[config.mk]
export PLATFORM = sky130hd
export DESIGN_NAME = skin_ellipse_classifier
export DESIGN_NICKNAME = d
export VERILOG_FILES = /design/src/rtl/skin_ellipse_classifier.sv
export SDC_FILE = /design/constraint.sdc
export NUM_CORES = 1
export LEC_CHECK = 0
export BUFFER_PORTS_ARGS = -buffer_cell sky130_fd_sc_hd__buf_2
export CAP_MARGIN = 5
export CORE_MARGIN = 3
export CORE_UTILIZATION = 40
export DETAILED_ROUTE_END_ITERATION = 8
export MAX_ROUTING_LAYER = met4
export PLACE_DENSITY_LB_ADDON = 0.08
export RECOVER_POWER = 50
export REMOVE_ABC_BUFFERS = 1
export SYNTH_ARGS = -nofsm -noshare
export SYNTH_HDL_FRONTEND = slang
export SYNTH_SLANG_ARGS = --single-unit
[constraint.sdc]
create_clock -name clk -period 14.62 [get_ports clk]
set_input_delay 2.193 -clock clk [delete_from_list [all_inputs] [get_ports clk]]
set_output_delay 2.193 -clock clk [all_outputs]
set_load 0.005 [all_outputs]
[src/rtl/skin_ellipse_classifier.sv]
// Rotated-ellipse skin classifier on transformed Cb'/Cr', 4-stage pipeline, no backpressure.
// Also counts skin pixels per frame and publishes the total on the frame's last pixel.
module skin_ellipse_classifier #(
  parameter int DATA_W = 8,
  parameter int CX     = 109,
  parameter int CY     = 152,
  parameter int COS_Q8 = -210,
  parameter int SIN_Q8 = 147,
  parameter int ECX    = 2,
  parameter int ECY    = 2,
  parameter int INV_A2 = 102,
  parameter int INV_B2 = 333,
  parameter int CNT_W  = 20
) (
  input  logic              clk,
  input  logic              rst_n,
  input  logic              in_valid,
  input  logic              in_sof,
  input  logic              in_eof,
  input  logic [DATA_W-1:0] transcb,
  input  logic [DATA_W-1:0] transcr,
  output logic              skin_valid,
  output logic              skin,
  output logic              sof_out,
  output logic              eof_out,
  output logic [CNT_W-1:0]  frame_skin_count,
  output logic              frame_done
);

  localparam logic signed [9:0]  CX_S   = 10'(CX);
  localparam logic signed [9:0]  CY_S   = 10'(CY);
  localparam logic signed [17:0] COS_S  = 18'(COS_Q8);
  localparam logic signed [17:0] SIN_S  = 18'(SIN_Q8);
  localparam logic signed [17:0] NSIN_S = 18'(-SIN_Q8);
  localparam logic signed [11:0] ECX_S  = 12'(ECX);
  localparam logic signed [11:0] ECY_S  = 12'(ECY);
  localparam logic [29:0]        IA     = 30'(INV_A2);
  localparam logic [29:0]        IB     = 30'(INV_B2);
  localparam logic [29:0]        D_MAX  = 30'd65536;
  localparam logic [CNT_W-1:0]   CNT_MAX = '1;

  logic              v1, v2, v3;
  logic              sof1, sof2, sof3;
  logic              eof1, eof2, eof3;
  logic signed [9:0]  dcb1, dcr1;
  logic signed [11:0] x2, y2;
  logic [19:0]        sx3, sy3;
  logic [CNT_W-1:0]   acc;

  logic signed [9:0]  dcb_c, dcr_c;
  logic signed [17:0] px, py;
  logic signed [11:0] x_c, y_c;
  logic [29:0]        d_c;
  logic               skin_c;
  logic [CNT_W-1:0]   acc_next;

  always_comb begin
    dcb_c = signed'(10'(transcb)) - CX_S;
    dcr_c = signed'(10'(transcr)) - CY_S;
    px    = COS_S * 18'(dcb1) + SIN_S * 18'(dcr1);
    py    = NSIN_S * 18'(dcb1) + COS_S * 18'(dcr1);
    // >>> on a signed value floors toward -inf, matching the reference model
    x_c   = 12'(px >>> 8) - ECX_S;
    y_c   = 12'(py >>> 8) - ECY_S;
    d_c   = 30'(sx3) * IA + 30'(sy3) * IB;
    skin_c = (d_c <= D_MAX);
  end

  always_comb begin
    acc_next = acc;
    if (sof3) begin
      acc_next = {{(CNT_W-1){1'b0}}, skin_c};
    end else if (skin_c && (acc != CNT_MAX)) begin
      acc_next = acc + CNT_W'(1);
    end
  end

  always_ff @(posedge clk or negedge rst_n) begin
    if (!rst_n) begin
      v1 <= 1'b0; v2 <= 1'b0; v3 <= 1'b0;
      sof1 <= 1'b0; sof2 <= 1'b0; sof3 <= 1'b0;
      eof1 <= 1'b0; eof2 <= 1'b0; eof3 <= 1'b0;
      dcb1 <= '0; dcr1 <= '0;
      x2 <= '0; y2 <= '0;
      sx3 <= '0; sy3 <= '0;
      skin_valid <= 1'b0;
      skin <= 1'b0;
      sof_out <= 1'b0;
      eof_out <= 1'b0;
      acc <= '0;
      frame_skin_count <= '0;
      frame_done <= 1'b0;
    end else begin
      v1   <= in_valid;
      sof1 <= in_valid & in_sof;
      eof1 <= in_valid & in_eof;
      v2 <= v1; sof2 <= sof1; eof2 <= eof1;
      v3 <= v2; sof3 <= sof2; eof3 <= eof2;
      skin_valid <= v3;
      sof_out    <= sof3;
      eof_out    <= eof3;
      frame_done <= eof3;
      if (in_valid) begin
        dcb1 <= dcb_c;
        dcr1 <= dcr_c;
      end
      if (v1) begin
        x2 <= x_c;
        y2 <= y_c;
      end
      // true square is < 2^20, so the low 20 bits of the signed product suffice
      if (v2) begin
        sx3 <= 20'(x2) * 20'(x2);
        sy3 <= 20'(y2) * 20'(y2);
      end
      if (v3) begin
        skin <= skin_c;
        acc  <= acc_next;
      end
      if (eof3) begin
        frame_skin_count <= acc_next;
      end
    end
  end

endmodule

== After elaboration in Yosys (flattened, before gate mapping) ==
Cells that the tools add are included.
Storage, ports and cells
  flip-flop bits (word level): 133
  latch bits: 0
  memory bits (writable): 0
  ROM bits: 0
  output and inout port bits: 25
  logic and storage cells: 44
  memories: 0
Operators by class
  add/sub/neg operators: 8
  multipliers: 8
  divide/modulo/power cells: 0
  magnitude comparators: 1
  equality and inequality tests: 1
  shift-type cells: 0
  mux-type cells: 2
  bitwise operators: 2
  reduce and logical (&&, ||, !) cells: 1
Operators by type and width (count)
  11-bit by 11-bit multiplier with 20-bit output: 2
  20-bit two-way mux: 2
  18-bit adder: 2
  9-bit by 9-bit multiplier with 18-bit output, first input constant: 2
  8-bit by 9-bit multiplier with 17-bit output, first input constant: 2
  27-bit by 29-bit adder with 30-bit output: 1
  30-bit by 17-bit <= comparator with 1-bit output, second input constant: 1
  20-bit by 9-bit multiplier with 29-bit output, second input constant: 1
  20-bit by 6-bit multiplier with 26-bit output, second input constant: 1
  10-bit by 3-bit subtractor with 11-bit output, second input constant: 2
  20-bit by 1-bit adder with 20-bit output, second input constant: 1
  20-bit inequality test, second input constant: 1
  8-bit by 7-bit subtractor with 9-bit output, second input constant: 1
  8-bit by 8-bit subtractor with 9-bit output, second input constant: 1
  1-bit bitwise AND: 2
  1-bit logical AND: 1

== Longest topological paths before layout ==
Gate-level depths: netlist of the first run.
  depth in word-level cells: 6
  mapped depth: 33
  gate-level depth less buffers: 33

== Least setup slack after synthesis of the first run ==
OpenSTA, ideal clock, no wires.
  path kind: register to register
  start point: register sx3[5]
  end point: register frame_skin_count[15]
  setup time: 0.122 ns
  arrival: 7.235 ns
  required time: 14.498 ns
  setup slack: 7.264 ns
  stages on the path, launching flop included: 31
  path buffers: 2
  period minus slack after synthesis: 7.356 ns
  cells stage by stage: dfrtp_1 ha_1 fa_1 inv_1 fa_1 inv_1 ha_1 o21a_1 o31a_1 o41ai_1 o2111ai_1 and3_1 o21ai_0 nand2b_1 a21o_1 a21oi_1 xnor2_1 fa_1 ha_1 clkbuf_1 nand4_1 or4_1 o211ai_2 o2111ai_1 and4b_1 a211o_1 nor4_4 buf_6 and4_1 mux2i_1 nand2_1
Between the ends
  cells in the longest elaborated chain, start to end: 6
Ends and longest elaborated chain
  from (decl): RTL line 47  | logic [19:0] sx3, sy3;
  from (signal assigned): RTL line 113  | sx3 <= 20'(x2) * 20'(x2);
  20-bit by 6-bit multiplier with 26-bit output: RTL line 65  | d_c = 30'(sx3) * IA + 30'(sy3) * IB;
  27-bit by 29-bit adder with 30-bit output: RTL line 65
  30-bit by 17-bit <= comparator with 1-bit output: RTL line 66  | skin_c = (d_c <= D_MAX);
  1-bit logical AND: RTL line 73  | end else if (skin_c && (acc != CNT_MAX)) begin
  20-bit two-way mux: RTL line 73
  20-bit two-way mux: RTL line 71  | if (sof3) begin
  to (signal assigned): RTL line 121  | frame_skin_count <= acc_next;
  to (decl): RTL line 26  | output logic [CNT_W-1:0] frame_skin_count,
Every way passes these cells.
A chain may end at the register's enable or synchronous reset.

== Worst setup path in the final report of the first run ==
  start point: register sx3[5]
  end point: register acc[4]
Between the ends
  cells in the longest elaborated chain, start to end: 6
Ends and longest elaborated chain
  20-bit by 6-bit multiplier with 26-bit output: RTL line 65
  27-bit by 29-bit adder with 30-bit output: RTL line 65
  30-bit by 17-bit <= comparator with 1-bit output: RTL line 66
  1-bit logical AND: RTL line 73
  20-bit two-way mux: RTL line 73
  20-bit two-way mux: RTL line 71
  to (signal assigned): RTL line 118  | acc <= acc_next;
  to (decl): RTL line 48  | logic [CNT_W-1:0] acc;
Every way passes these cells.

==> impl_metrics.toml, run 1 <==
[timing]
rsz0062_at_grt = "no"
tns_ps = 0
setup_ws_ps = 6210
setup_viol = 0
tightest_slew_ps = 4530
final-max-slew-violation-count = 305
relSlewSlack_pct = -202
fin_crit_sh_pct = 57.5
fmax_ghz = 0.119
skew_ps = 21.6
finalCriticalPeriod_ps = 8410
finalHoldViolCount = 0

[cells_and_area]
nFillCells = 6636
drive_gt1_share_pct = 3.84
finalNetCount = 3767
antennaDiodeCount = 0
area_growth_pct = 5.99
fin_util_pct = 43.2
final_design_area_no_fill_um2 = 28600

[detailed_routing]
drc = 0
drt-initial-drc-count = 882
ant_nets = 0
wl_per_cell_um = 15.2
drt_pass1_iterations = 5
viasPerCell = 4.97
wirelength_mm = 57.9
vias = 19000

[clocking]
cts_setup_buffers = 0
cts_buffers = 17
cts_resized = 0
htree_levels = 4
clockRootBuffer = "clkbuf_16"
cts_buffer_depth = 2
cts_sinks = 131
clk-insertion-delay-late_ps = 470
clk_pin_slew_ps = 70
cts_tree = "done"
ctsHoldBuffers = 0

[synth]
avgSynthCellArea_um2 = 9.20
synthTopCellsByArea = "fa_1 (30%), ha_1 (19%), dfrtp_1 (12%)"
yosysTopAreaCell = "fa_1"
post-synth-top-count-cell = "inv_1"
synth.top_cells.by_count = "inv_1 (724), fa_1 (408), ha_1 (405)"
synth_edf_count = 0
synth_seq_cells = 131
synth_top_flop_cell = "dfrtp_1"
synthArstFlopShare_pct = 100
synth_area_um2 = 27000
synth.yosys.seq_area_share_pct = 12.2
synth_cells = 2932
ys_types = 76
yosysWarnings = 0
synth_top_area_share_pct = 30.3

[hold_path]
min-delay-start = "sof1$_DFF_PN0_"
hold_path.class = "reg2reg"
min_delay_worst_endpoint = "sof2$_DFF_PN0_"
whs_path_depth = 0

[critical_path]
r2r_cells = 29
cpPeakStageDelay_ps = 580
endpoint_kind = "flip-flop"
rr_startpoint = "sx3[5]$_DFFE_PN0P_"
critPathSlowestCell = "or4_1"
cp-start-kind = "flip-flop"
ff2ff_setup_slack_ps = 6210
crit_path_max_fanout = 31
worst-setup-path-type = "reg2reg"
cp.required_ps = 14970
worstPathArrival_ps = 8770
reg2reg_to = "acc[4]$_DFFE_PN0P_"

[run]
maxCapViolations = 6

[global_routing]
grt_pass1_vias = 20700
grt_usage_pct = 18.2
antenna_found_initial = 0
grt_overflow_total = 0
grt_pass1_wl_mm = 102
grt_max_degree = 77

[floorplanning]
row_count = 94
die_y_um = 266
design.core.area_um2 = 66200
pin_count = 46
die_area_um2 = 70600
start_util_pct = 40.7
fp.dieW_um = 266

[outcome]
status = "finished with violations"
violations = "capacitance limit, slew limit"

[place]
place_ws_ps = 6210
portBuffers = 45
place.gp.congestion = 0.862
dpl-instance-area_um2 = 28000
dp_hpwl_mm = 48.7
critical path, delay by kind of cell, from the launching register on:
family | cells | cell delay [ps]
fa+ha+maj | 6 | 2610
buf+inv | 3 | 470
xor+xnor | 1 | 200
compound gates | 11 | 2340
simple gates | 8 | 2280
flops | 1 | 400
state kept, by name, summed over array words and instances, names as in the netlist, 9 cells and up:
name,count
frame_skin_count,20
acc,20
sy3,19
x2,11
dcb1,9
dcr1,9
sx3,19
y2,11
metal layers:
| layer | vias up | track usage, % | routed length (um) | share of wire [%] |
|---|---|---|---|---|
| met5 | - | - | 0 | 0 |
| met4 | 0 | 3.30 | 631 | 1.1 |
| met3 | 39 | 2.28 | 1470 | 2.5 |
| met2 | 192 | 30.4 | 28300 | 49 |
| met1 | 9398 | 24.3 | 27500 | 48 |
| li1 | 9324 | - | - | - |
worst max-delay path by stage:
stage,startpoint,end,cells past startpoint
floorplan,sx3[5]$_DFFE_PN0P_,frame_skin_count[18]$_DFFE_PN0P_,28
global placement,sx3[5]$_DFFE_PN0P_,acc[14]$_DFFE_PN0P_,29
detailed placement,sx3[2]$_DFFE_PN0P_,frame_skin_count[14]$_DFFE_PN0P_,29
CTS,sx3[2]$_DFFE_PN0P_,frame_skin_count[14]$_DFFE_PN0P_,29
global route,rst_n,dcr1[7]$_DFFE_PN0P_,2
finish,sx3[5]$_DFFE_PN0P_,acc[4]$_DFFE_PN0P_,29
area by class of cell:
class | instances | area [um2] | area share [%]
Clock buffer | 17 | 425 | 1.49
Clock inverter | 15 | 164 | 0.574
Inverter | 724 | 2720 | 9.51
Multi-Input combinational cell | 2009 | 20700 | 72.4
Sequential cell | 131 | 3280 | 11.5
Tap cell | 864 | 1080 | 3.78
Timing Repair Buffer | 50 | 229 | 0.801
cell usage in the layout (no fill, tap or decap), types with 6 or more instances in the layout:
cell type and instances:
nand2_1 143, and2_1 86, clkbuf_1 21, a21oi_1 98, xnor2_1 98, a211oi_1 12, a21o_1 27, o211ai_1 10
a31oi_1 22, clkbuf_16 17, nand3_1 31, o21a_1 18, nor2b_1 31, a22oi_1 8, fa_1 408, o21ai_0 96
and3_1 17, xor2_1 48, nand4_1 24, mux2_2 25, o21bai_1 8, inv_1 724, a41oi_1 14, or3_1 18
mux2i_1 17, inv_6 6, o31ai_2 6, nor3_1 43, buf_2 27, nand2b_1 27, dfrtp_1 131, o31ai_1 29
nor4_1 12, nor2_1 124, ha_1 405, or2_2 10, a21boi_0 6, conb_1 8
kinds of logic (layout without fill, tap and decap cells):
kind of cell             count (synthesis)  after routing  synth area share [%]
AO/OA/AOI/OAI                          400            400                  9.65
XOR/XNOR                               146            146                  4.74
buffers and inverters                  798            806                  11.2
flip-flops                             131            131                  12.2
AND/OR/NAND/NOR                        599            599                  11.4
adder cells (fa/ha/maj)                813            813                  49.1
other                                    2              8                0.0279
multiplexers                            43             43                  1.73
through the flow:
stage,cells,hold slack [ps]
final,3810,350
after global routing,3810,359
after CTS,3810,353
after detailed placement,3778,337
after global placement,3778,332
after floorplan,2864,331
Power of run 1 is left out: the tool's default activity adds up to more than one toggle a clock period on the data nets, which glitch-free logic cannot reach.
==> run 2, diff against run 1 <==
--- a/config.mk
+++ b/config.mk
@@ -5,6 +5,7 @@
 export SDC_FILE = /design/constraint.sdc
 export NUM_CORES = 1
 export LEC_CHECK = 0
+export ABC_AREA = 1
 export BUFFER_PORTS_ARGS = -buffer_cell sky130_fd_sc_hd__buf_2
 export CAP_MARGIN = 5
 export CORE_MARGIN = 3
==> constraint.sdc (replaced) <==
create_clock -name clk -period 7.2 [get_ports clk]
set_input_delay 1.08 -clock clk [delete_from_list [all_inputs] [get_ports clk]]
set_output_delay 1.08 -clock clk [all_outputs]
set_load 0.005 [all_outputs]
==> run 2 against run 1 <==
Effect of this change: the flow still finishes with violations (capacitance limit, slew limit); synthesized area up 2.1%; final area up 3.0%; first-iteration DRC count down 13%; die area up 2.0%; global-route usage up 1.1 points; fmax up 25%; register-to-register slack worse by 5700 ps; count of clock-buffer cells in the layout unchanged; wire length up 10%; setup slack worse by 5700 ps; critical endpoint is now y2[7]$_DFFE_PN0P_; largest cell class unchanged.
==> impl_metrics.toml, run 2 <==
[global_routing]
grt_pass1_vias = 21900
grt_overflow_total = 0
grt_max_degree = 67
grt_pass1_wl_mm = 109
antenna_found_initial = 0
grt_usage_pct = 19.3

[timing]
fmax_ghz = 0.148
fin_crit_sh_pct = 93.7
finalCriticalPeriod_ps = 6740
setup_viol = 0
finalHoldViolCount = 0
final-max-slew-violation-count = 188
skew_ps = 27.9
relSlewSlack_pct = -163
tightest_slew_ps = 3950

[cells_and_area]
final_cell_mix = "inv_1 (951), nand2_1 (682), fa_1 (408)"
fin_util_pct = 43.5
reg_top3 = "acc (20), frame_skin_count (20)"
antennaDiodeCount = 0
finalNetCount = 4312
nFillCells = 6899
final_common_cell = "inv_1"
area_growth_pct = 7.00
drive_gt1_share_pct = 3.70

[detailed_routing]
drt-initial-drc-count = 767
ant_nets = 0
viasPerCell = 4.72
wl_per_cell_um = 14.6
wirelength_mm = 63.9
vias = 20600
drc = 0
drt_pass1_iterations = 5

[clocking]
cts_tree = "done"
clk_pin_slew_ps = 70
htree_levels = 4
cts_buffers = 17
clk-insertion-delay-late_ps = 490
cts_sinks = 131
ctsHoldBuffers = 0
clockRootBuffer = "clkbuf_16"
cts_buffer_depth = 2

[synth]
yosysWarnings = 0
synth_seq_cells = 131
ys_types = 46
synth_top_area_share_pct = 29.7
synth_top_flop_cell = "dfrtp_1"
yosysTopAreaCell = "fa_1"
synth.yosys.seq_area_share_pct = 11.9
synth_edf_count = 0
synth.top_cells.by_count = "inv_1 (951), nand2_1 (682), fa_1 (408)"
synthTopCellsByArea = "fa_1 (30%), ha_1 (18%), inv_1 (13%)"
synth_area_um2 = 27500
avgSynthCellArea_um2 = 7.99
synth_cells = 3443
post-synth-top-count-cell = "inv_1"
synthArstFlopShare_pct = 100

[outcome]
violations = "capacitance limit, slew limit"
status = "finished with violations"

[place]
dp_hpwl_mm = 55.3
portBuffers = 45
place.gp.congestion = 0.882

[critical_path]
worstPathArrival_ps = 7130
cpPeakStageDelay_ps = 550
rr_startpoint = "dcr1[5]$_DFFE_PN0P_"
path_delay_family = "adder cells"
crit_start = "dcr1[5]$_DFFE_PN0P_"
worst-setup-path-type = "reg2reg"
worst-path-buf-inv = 4
cp-start-kind = "flip-flop"
cp_common_cell = "fa_1"
crit_path_max_fanout = 7
cp.required_ps = 7590
worstPathCellList = "fa_1 > inv_1 > fa_1 > inv_1 > ha_1 > fa_1 > ha_1 > inv_1 > xor2_2 > fa_1 > fa_1 > inv_1 > fa_1 > ha_1 > nand2_1 > nor2_1 > nand4_1 > o21ai_0 > xor2_1 > nor2_1 > nand2_1 > o21ai_0 > a31oi_1"
endpoint_kind = "flip-flop"
critPathSlowestCell = "fa_1"

[run]
maxCapViolations = 3

[floorplanning]
pin_count = 46
design.core.area_um2 = 67600
die_area_um2 = 72000
die_y_um = 268
row_count = 95
fp.dieW_um = 268
start_util_pct = 40.7

[hold_path]
hold_path.class = "reg2reg"
min-delay-start = "sof1$_DFF_PN0_"
==> run 2: final timing paths <==
check / cells past startpoint / end / slack (ps)
worst max-delay path: 23 / y2[7]$_DFFE_PN0P_ / 460
worst min-delay path: 0 / sof2$_DFF_PN0_ / 350
worst max register to register: 23 / y2[7]$_DFFE_PN0P_ / 460
worst min register to register: 0 / sof2$_DFF_PN0_ / 350
max in group asynchronous: 2 / sy3[0]$_DFFE_PN0P_ / 1960
min in group asynchronous: 1 / acc[14]$_DFFE_PN0P_ / 1970
==> run 2: metal layers <==
layer	up-vias	global-route usage [%]	share of wire (%)
li1	10400	-	-
met1	9997	25.4	48
met2	132	32.6	49
met3	36	1.95	1.5
met4	0	3.82	1.3
met5	-	-	0
==> run 2: logic make-up (layout without fill, tap and decap cells) <==
logic type | count (synthesis) | after routing | synth area share (%)
AND/OR/NAND/NOR | 1039 | 1039 | 15.7
buffers and inverters | 1015 | 1057 | 13.9
adder cells (fa/ha/maj) | 813 | 813 | 48.1
AO/OA/AOI/OAI | 307 | 307 | 6.07
XOR/XNOR | 136 | 136 | 4.33
flip-flops | 131 | 131 | 11.9
other | 2 | 8 | 0.0273
==> run 2: area by class of cell <==
class	instances	area, um2	share of cell area (%)
Inverter	955	3580	12.2
Multi-Input combinational cell	2303	20500	69.7
Tap cell	873	1090	3.71
Timing Repair Buffer	70	408	1.39
Sequential cell	131	3280	11.2
Clock inverter	15	136	0.463
Clock buffer	17	425	1.44
==> run 2: repair_timing <==
item,CTS,global route
hold endpoints to repair,0,0
setup buffers,0,3
endpoints found under the setup margin,0,49
gates resized for setup,0,27
==> run 2: worst reg2reg max path: stages (launching register included) <==
cell and delay, ps:
dfrtp_2 500, fa_1 560, inv_1 50, fa_1 500, inv_1 40, ha_1 300
fa_1 440, ha_1 340, inv_1 100, xor2_2 190, fa_1 510, fa_1 550
inv_1 50, fa_1 440, ha_1 400, nand2_1 120, nor2_1 270, nand4_1 120
o21ai_0 280, xor2_1 380, nor2_1 150, nand2_1 130, o21ai_0 90, a31oi_1 150
==> run 2: per-stage QoR <==
stage                     setup TNS (ps)  setup WS, ps  hold slack (ps)  cells  cell area, um2
after floorplan                        0           252              331   3389           27300
after CTS                              0          72.4              351   4360           29400
final                                  0           457              348   4364           29400
after global placement                 0           203              332   4328           28800
after detailed placement               0           105              336   4328           28800
after global routing               -10.1         -5.18              355   4364           29400
Power of run 2 is left out for the same reason.
==> run 3, diff against run 2 <==
--- a/config.mk
+++ b/config.mk
@@ -8,11 +8,10 @@
 export ABC_AREA = 1
 export BUFFER_PORTS_ARGS = -buffer_cell sky130_fd_sc_hd__buf_2
 export CAP_MARGIN = 5
-export CORE_MARGIN = 3
+export CORE_ASPECT_RATIO = 1.25
 export CORE_UTILIZATION = 40
 export DETAILED_ROUTE_END_ITERATION = 8
 export MAX_ROUTING_LAYER = met4
-export PLACE_DENSITY_LB_ADDON = 0.08
 export RECOVER_POWER = 50
 export REMOVE_ABC_BUFFERS = 1
 export SYNTH_ARGS = -nofsm -noshare
==> run 3 against run 2 <==
Effect of this change: the run still ends with capacitance limit, slew limit left; clock skew up 1.4 ps; wire length down 6.2%; hold slack about the same; die area down 2.9%; sequential share of layout area about the same; cell count about the same; critical endpoint unchanged.
==> impl_metrics.toml, run 3 (same netlist as run 2, synthesis figures left out) <==
[outcome]
status = "finished with violations"
violations = "capacitance limit, slew limit"

[clocking]
ctsHoldBuffers = 0
clk_pin_slew_ps = 80
cts_sinks = 131
clk-insertion-delay-late_ps = 490
cts_buffers = 17
cts_tree = "done"
clockRootBuffer = "clkbuf_16"
cts_buffer_depth = 2
htree_levels = 4

[floorplanning]
row_count = 107
die_y_um = 295
fp.dieW_um = 237
die_area_um2 = 69900
start_util_pct = 40.4
design.core.area_um2 = 68100
pin_count = 46

[critical_path]
cp.required_ps = 7590
worst-setup-path-type = "reg2reg"
cp-start-kind = "flip-flop"
critPathSlowestCell = "fa_1"
worst-path-buf-inv = 6
crit_path_max_fanout = 5
worstPathArrival_ps = 7190
endpoint_kind = "flip-flop"
path_delay_family = "adder cells"
cpPeakStageDelay_ps = 540
cp_common_cell = "fa_1"

[timing]
setup_viol = 0
relSlewSlack_pct = -178
fmax_ghz = 0.147
finalCriticalPeriod_ps = 6800
tns_ps = 0
skew_ps = 29.3
fin_crit_sh_pct = 94.4
final-max-slew-violation-count = 73
tightest_slew_ps = 4170
rsz0062_at_grt = "yes"
finalHoldViolCount = 0
holdWs_ps = 348

[detailed_routing]
wirelength_mm = 59.9
vias = 20500
drt-initial-drc-count = 782
viasPerCell = 4.70
ant_nets = 0
wl_per_cell_um = 13.7
drc = 0
drt_pass1_iterations = 5

[hold_path]
hold_path.class = "reg2reg"

[cells_and_area]
final_common_cell = "inv_1"
finalNetCount = 4310
fin_util_pct = 43.2
reg_top3 = "acc (20), frame_skin_count (20)"
instances_no_fill = 4361
area_growth_pct = 6.93
final_cell_mix = "inv_1 (951), nand2_1 (682), fa_1 (408)"
antennaDiodeCount = 0
drive_gt1_share_pct = 3.67

[global_routing]
grt_pass1_wl_mm = 103
antenna_found_initial = 0
grt_util_met1_pct = 22.0
grt.busiest_layer = "met2"
use_met2_pct = 34.0
grt_usage_pct = 18.8
grt_overflow_total = 0
grt_max_degree = 73
grt_pass1_vias = 21500
use_met3_pct = 1.76

[place]
dp_cells = 4326
dp_hpwl_mm = 52.0
portBuffers = 45
place.gp.congestion = 0.887

[run]
maxCapViolations = 2
-- run 3: worst register-to-register path: cells and delay by family (launching register included) --
kind | cells | cell delay, ps
AO/OA/AOI/OAI | 3 | 510
buffers and inverters | 6 | 470
flip-flops | 1 | 460
XOR/XNOR | 1 | 240
adder cells (fa/ha/maj) | 10 | 4070
AND/OR/NAND/NOR | 7 | 950
-- run 3: through the flow --
stage / area (um2) / setup WS, ps
4_1_cts: 29400 / 177
2_1_floorplan: 27300 / 252
5_1_grt: 29400 / -14.7
3_5_place_dp: 28800 / 235
6_report: 29400 / 400
3_3_place_gp: 28800 / 310
-- run 3: timing repair --
item                       in CTS  in global routing
resized for setup               0                 12
setup endpoints to repair       0                 47
setup buffers                   0                  3
-- run 3: layer usage --
layer	routed length, um	up-vias	share of wire, %
met4	1500	0	2.5
met5	0	-	0
met1	26500	9815	44
met2	30900	187	52
li1	-	10400	-
met3	1000	67	1.7
-- run 3: area by class of cell --
class                      count  area, um2
clock inverter                15        183
clock buffer                  17        425
inverter                     955       3580
timing repair buffer          68        377
sequential                   131       3280
multi-input combinational   2303      20500
tap                          872       1090
fill                        6856      38700
-- run 3: path summary, 6_finish.rpt --
kind	cells after the start	endpoint	start	slack, ps
max	27	y2[7]$_DFFE_PN0P_	dcr1[7]$_DFFE_PN0P_	400
min	0	sof2$_DFF_PN0_	sof1$_DFF_PN0_	350
max reg2reg	27	y2[7]$_DFFE_PN0P_	dcr1[7]$_DFFE_PN0P_	400
min reg2reg	0	sof2$_DFF_PN0_	sof1$_DFF_PN0_	350
max in group asynchronous	2	sy3[9]$_DFFE_PN0P_	rst_n	2000
min in group asynchronous	1	acc[5]$_DFFE_PN0P_	rst_n	2050
Power of run 3 is left out for the same reason.
